<file path="src/rtl/arbiter4_ctrl.sv">
`default_nettype none
// ============================================================================
//  Module      : arbiter4_ctrl
//  Description : 4-requester arbiter with fixed or round-robin priority,
//                owner release via done/withdrawal and an optional hold limit.
//  Revision    : 1.0  initial release
// ============================================================================
module arbiter4_ctrl #(
    parameter int RR_EN    = 1,
    parameter int HOLD_MAX = 15,
    parameter int CW       = 8
) (
    input  logic       clk,
    input  logic       rst_n,
    input  logic [3:0] req,
    input  logic       done,
    output logic [3:0] gnt,
    output logic [1:0] gnt_id,
    output logic       gnt_v,
    output logic       timeout
);

    typedef enum logic [0:0] {
        S_IDLE  = 1'b0,
        S_GRANT = 1'b1
    } state_t;

    localparam logic [CW-1:0] HOLD_LIM = CW'(HOLD_MAX);

    state_t        state_q, state_d;
    logic [CW-1:0] hold_q, hold_d;
    logic [1:0]    ptr_q, ptr_d;
    logic [3:0]    gnt_q, gnt_d;
    logic [1:0]    gnt_id_q, gnt_id_d;
    logic          gnt_v_q, gnt_v_d;
    logic          timeout_q, timeout_d;

    logic [1:0]    win;
    logic [1:0]    idx;
    logic          found;
    logic          rel_done, rel_wd, rel_to;

    // Winner search: round-robin scans upward from the pointer, fixed mode
    // lets the highest set index overwrite lower ones.
    always_comb begin
        win   = 2'd0;
        idx   = 2'd0;
        found = 1'b0;
        if (RR_EN != 0) begin
            for (int k = 0; k < 4; k++) begin
                idx = ptr_q + 2'(k);
                if (!found && req[idx]) begin
                    win   = idx;
                    found = 1'b1;
                end
            end
        end else begin
            for (int k = 0; k < 4; k++) begin
                if (req[k]) begin
                    win = 2'(k);
                end
            end
        end
    end

    assign rel_done = done;
    assign rel_wd   = ~req[gnt_id_q];
    assign rel_to   = (HOLD_MAX != 0) && (hold_q == HOLD_LIM);

    always_comb begin
        state_d   = state_q;
        hold_d    = hold_q;
        ptr_d     = ptr_q;
        gnt_d     = gnt_q;
        gnt_id_d  = gnt_id_q;
        gnt_v_d   = gnt_v_q;
        timeout_d = 1'b0;
        case (state_q)
            S_IDLE: begin
                if (req != 4'b0000) begin
                    state_d  = S_GRANT;
                    gnt_d    = 4'b0001 << win;
                    gnt_id_d = win;
                    gnt_v_d  = 1'b1;
                    hold_d   = CW'(1);
                    ptr_d    = win + 2'd1;
                end
            end
            S_GRANT: begin
                if (rel_done || rel_wd || rel_to) begin
                    state_d   = S_IDLE;
                    gnt_d     = 4'b0000;
                    gnt_id_d  = 2'd0;
                    gnt_v_d   = 1'b0;
                    timeout_d = rel_to && !rel_done && !rel_wd;
                end else if (hold_q != {CW{1'b1}}) begin
                    hold_d = hold_q + CW'(1);
                end
            end
            default: begin
                state_d = S_IDLE;
            end
        endcase
    end

    always_ff @(posedge clk or negedge rst_n) begin
        if (!rst_n) begin
            state_q   <= S_IDLE;
            hold_q    <= '0;
            ptr_q     <= 2'd0;
            gnt_q     <= 4'b0000;
            gnt_id_q  <= 2'd0;
            gnt_v_q   <= 1'b0;
            timeout_q <= 1'b0;
        end else begin
            state_q   <= state_d;
            hold_q    <= hold_d;
            ptr_q     <= ptr_d;
            gnt_q     <= gnt_d;
            gnt_id_q  <= gnt_id_d;
            gnt_v_q   <= gnt_v_d;
            timeout_q <= timeout_d;
        end
    end

    assign gnt     = gnt_q;
    assign gnt_id  = gnt_id_q;
    assign gnt_v   = gnt_v_q;
    assign timeout = timeout_q;

endmodule
`default_nettype wire
</file>
<file path="config.mk">
export PLATFORM = sky130hd
export DESIGN_NAME = arbiter4_ctrl
export DESIGN_NICKNAME = d
export VERILOG_FILES = /design/src/rtl/arbiter4_ctrl.sv
export SDC_FILE = /design/constraint.sdc
export NUM_CORES = 1
export LEC_CHECK = 0
export ABC_AREA = 1
export BUFFER_PORTS_ARGS = -buffer_cell sky130_fd_sc_hd__buf_4
export CELL_PAD_IN_SITES_DETAIL_PLACEMENT = 0
export CELL_PAD_IN_SITES_GLOBAL_PLACEMENT = 1
export CORE_MARGIN = 1
export CORE_UTILIZATION = 40
export CTS_CLUSTER_DIAMETER = 40
export CTS_CLUSTER_SIZE = 12
export DETAILED_ROUTE_END_ITERATION = 7
export PLACE_DENSITY_LB_ADDON = 0.1
export SLEW_MARGIN = 0
export SYNTH_ARGS = -nofsm -noshare
export SYNTH_HDL_FRONTEND = slang
export SYNTH_SLANG_ARGS = --single-unit
</file>
<file path="constraint.sdc">
create_clock -name clk -period 2.7 [get_ports clk]
set_input_delay 0.27 -clock clk [delete_from_list [all_inputs] [get_ports clk]]
set_output_delay 0.27 -clock clk [all_outputs]
set_load 0.02 [all_outputs]
</file>
==> results_dict.tcl <==
set metrics [dict create \
    grt_max_degree 20 \
    synth_area_sq_um 1340 \
    postSynthCellCount 177 \
    syn_avg_cell_area_sq_um 7.58 \
    viasPerCell 4.78 \
    max_freq_mhz 514 \
    arrival_ns 2.13 \
    vdd_ir_drop_max_mv 0.501 \
    die-area_sq_um 3590 \
    synth_warnings 0 \
    slowest_delay_ns 0.63 \
    startpoint_type "flop" \
    p_sw_uw 896 \
    die_height_microns 59.9 \
    synth_compound_gate_area_share 0.0373 \
    cp_max_fo 10 \
    power.internal_uw 782 \
    final_cell_mix "nand2_1, dfrtp_1, nand3_1" \
    pre_cts_ws_ns 0.778 \
    fin_crit_ns 1.94 \
    yosys_register_bits 19 \
    hold_violations 0 \
    ys_seq_area_frac 0.354 \
    grt-ovfl-total 0 \
    ios 15 \
    hpwl_microns 2110 \
    worstPathRequired_ns 2.89 \
    cts_tree "built" \
    skew_ns 0.00240 \
    yosys.area_share.simple 0.464 \
    tightest_slew_ns 0.437 \
    path_cells "nand2_1 -> nand3_2 -> nand2_4 -> inv_2 -> nand2_1 -> nand2_1 -> nand2_1 -> nand2_2 -> nand2_2 -> ha_1 -> nand2_1 -> o21ai_0" \
    track_usage 0.184 \
    cts_inserted_buffers 3 \
    diodes 0 \
    first_pass_iters 4 \
    ant_nets 0 \
    pwr-share-clk 0.087 \
    rsz0062_at_grt "false" \
    worst_hold_path_type "primary input to flop" \
    place_congestion 0.864 \
    drive_gt1_frac 0.264 \
    cts_resized 0 \
    drv_slew 0 \
    wl_per_cell_microns 12.0 \
    portBuffers 14 \
    fp.coreArea_sq_um 3130 \
    synth_nets 189 \
    setup_violations 0 \
    drt_wl_total_microns 2850 \
    p_leak_nw 0.824 \
    status "finished, final reports clean" \
    clockBufferDepth 2 \
    worstSkewPairLatency_ns 0.30 \
    setup.worst_path.end_class "flop" \
    cp_common_cell "nand2_1" \
    p_sw_frac 0.534 \
    slowest_stage "dfrtp_1" \
    mostFrequentLayoutCell "nand2_1" \
    drc_errors 0 \
    power.share.sequential 0.286 \
    fillers 331 \
    p_total_mw 1.68 \
    cts_root_buf "clkbuf_4" \
    ys_types 30 \
    power_density_nw_per_um2 1110 \
    place_area_sq_um 1480 \
    final_util 0.484 \
    synthXorXnorAreaFrac 0.0261 \
    drt_iter0_markers 47 \
    final_area_sq_um 1510 \
    slew_headroom 0.709 \
    grt_pass1_wl_microns 4950 \
    setup_tns_ns 0 \
    period_share 0.720 \
    setup_ws_ns 0.756 \
    rows 20 \
    antenna_found_initial 0 \
    critical_path_class "flop to flop" \
    die_w_microns 59.9 \
    combPwrFrac 0.627 \
    vias 1133 \
    initial_core_util 0.429 \
    area_delta_synth_final_pct 12.7 \
    synth_top_family_by_area "simple AND/OR/NAND/NOR gates" \
    fin_nets 206 \
    grt_pass1_vias 1087 \
    yosys.area_share.adder 0.0466 \
    cts.clk_slew.worst_paths_ns 0.11 \
    htreeDepth 1 \
    max_cap_violations 0 \
    clock_sinks 19 \
    muxShareOfSynthArea 0 \
]
==> kinds of logic (layout without fill, tap and decap cells) <==
family	after synthesis	in the layout
adders and majority gates	5	5
AOI/OAI and AO/OA	7	7
buffers and inverters	19	35
and+or+nand+nor	123	123
DFF	19	19
xor gates and xnor gates	4	4
==> cell usage after synthesis <==
library cell	number	share of area
o21ai_2	1	0.0065
nand2_2	14	0.065
o21ai_0	2	0.0075
nor2_1	10	0.028
inv_2	4	0.011
o211ai_2	1	0.0093
nor2_8	1	0.015
ha_1	5	0.047
o21ai_1	1	0.0037
nor2_2	1	0.0047
xor2_1	3	0.020
dfrtp_1	19	0.35
nand2_4	4	0.034
inv_1	10	0.028
inv_8	1	0.0084
nor3_1	3	0.011
nor3_2	1	0.0075
nand3b_1	2	0.011
nand3_1	18	0.067
clkinv_2	1	0.0037
nand3_2	3	0.022
nand4_1	3	0.014
nand2_1	61	0.17
buf_6	2	0.017
o211ai_1	1	0.0056
nor4_1	1	0.0047
nand4_2	1	0.0093
buf_2	1	0.0037
a31oi_1	1	0.0047
xnor2_1	1	0.0065
==> path summary, 6_finish.rpt <==
path,startpoint,to,slack [ns],depth (start not counted)
max in group asynchronous,rst_n,hold_q[5],2.12,2
min in group asynchronous,rst_n,hold_q[4],0.37,2
worst max-delay path,ptr_q[0],ptr_q[1],0.76,12
worst max register to register,ptr_q[0],ptr_q[1],0.76,12
worst min register to register,gnt_v,gnt_v,0.49,2
worst min-delay path,done,timeout,0.12,2
==> power groups by stage <==
stage	logic [mW]	registers [mW]	clock network, mW
after floorplan	0.843	0.483	0
after global placement	1.04	0.481	0
after detailed placement	1.05	0.485	0
after CTS	1.07	0.479	0.152
after global routing	1.20	0.495	0.163
final	1.05	0.480	0.146
==> worst max-delay path, delay by kind of cell, from the launching register on <==
family                   cells  cell delay, ns
adder cells (fa/ha/maj)      1            0.30
flip-flops                   1            0.63
AO/OA/AOI/OAI                1            0.08
buffers and inverters        1            0.06
AND/OR/NAND/NOR              9            0.77
==> through the flow <==
step / hold WS (ns) / cells
floorplan: -0.0256 / 177
global placement: 0.163 / 232
detailed placement: 0.164 / 232
CTS: 0.115 / 237
global route: 0.117 / 237
finish: 0.121 / 237
==> per-layer routing <==
| metal | GRT usage | vias to the layer above | wire, microns |
|---|---|---|---|
| met4 | 0.0199 | 0 | 12 |
| li1 | - | 598 | - |
| met2 | 0.271 | 21 | 1170 |
| met3 | 0.0455 | 2 | 116 |
| met1 | 0.278 | 512 | 1540 |
| met5 | 0 | - | 0 |
==> sequential cells by signal (all words and copies together) (netlist names) <==
signal and cells:
hold_q 8, gnt 4, gnt_id 2, ptr_q 2
gnt_v 1, state_q 1, timeout 1
==> cell type report <==
class,count,area (sq um),share of cell area
sequential,19,475,0.314
tap,44,55.1,0.0364
timing repair buffer,15,115,0.0761
inverter,16,68.8,0.0455
clock buffer,3,22.5,0.0149
multi-input combinational,139,771,0.510
clock inverter,1,5.00,0.00331
==> repair_timing <==
| item | 4_1_cts | 5_1_grt |
|---|---|---|
| hold buffers | 1 | 0 |
| setup buffers | 0 | 0 |
| hold endpoints to repair | 19 | 0 |
No activity file was read; power rests on OpenSTA's default activity.
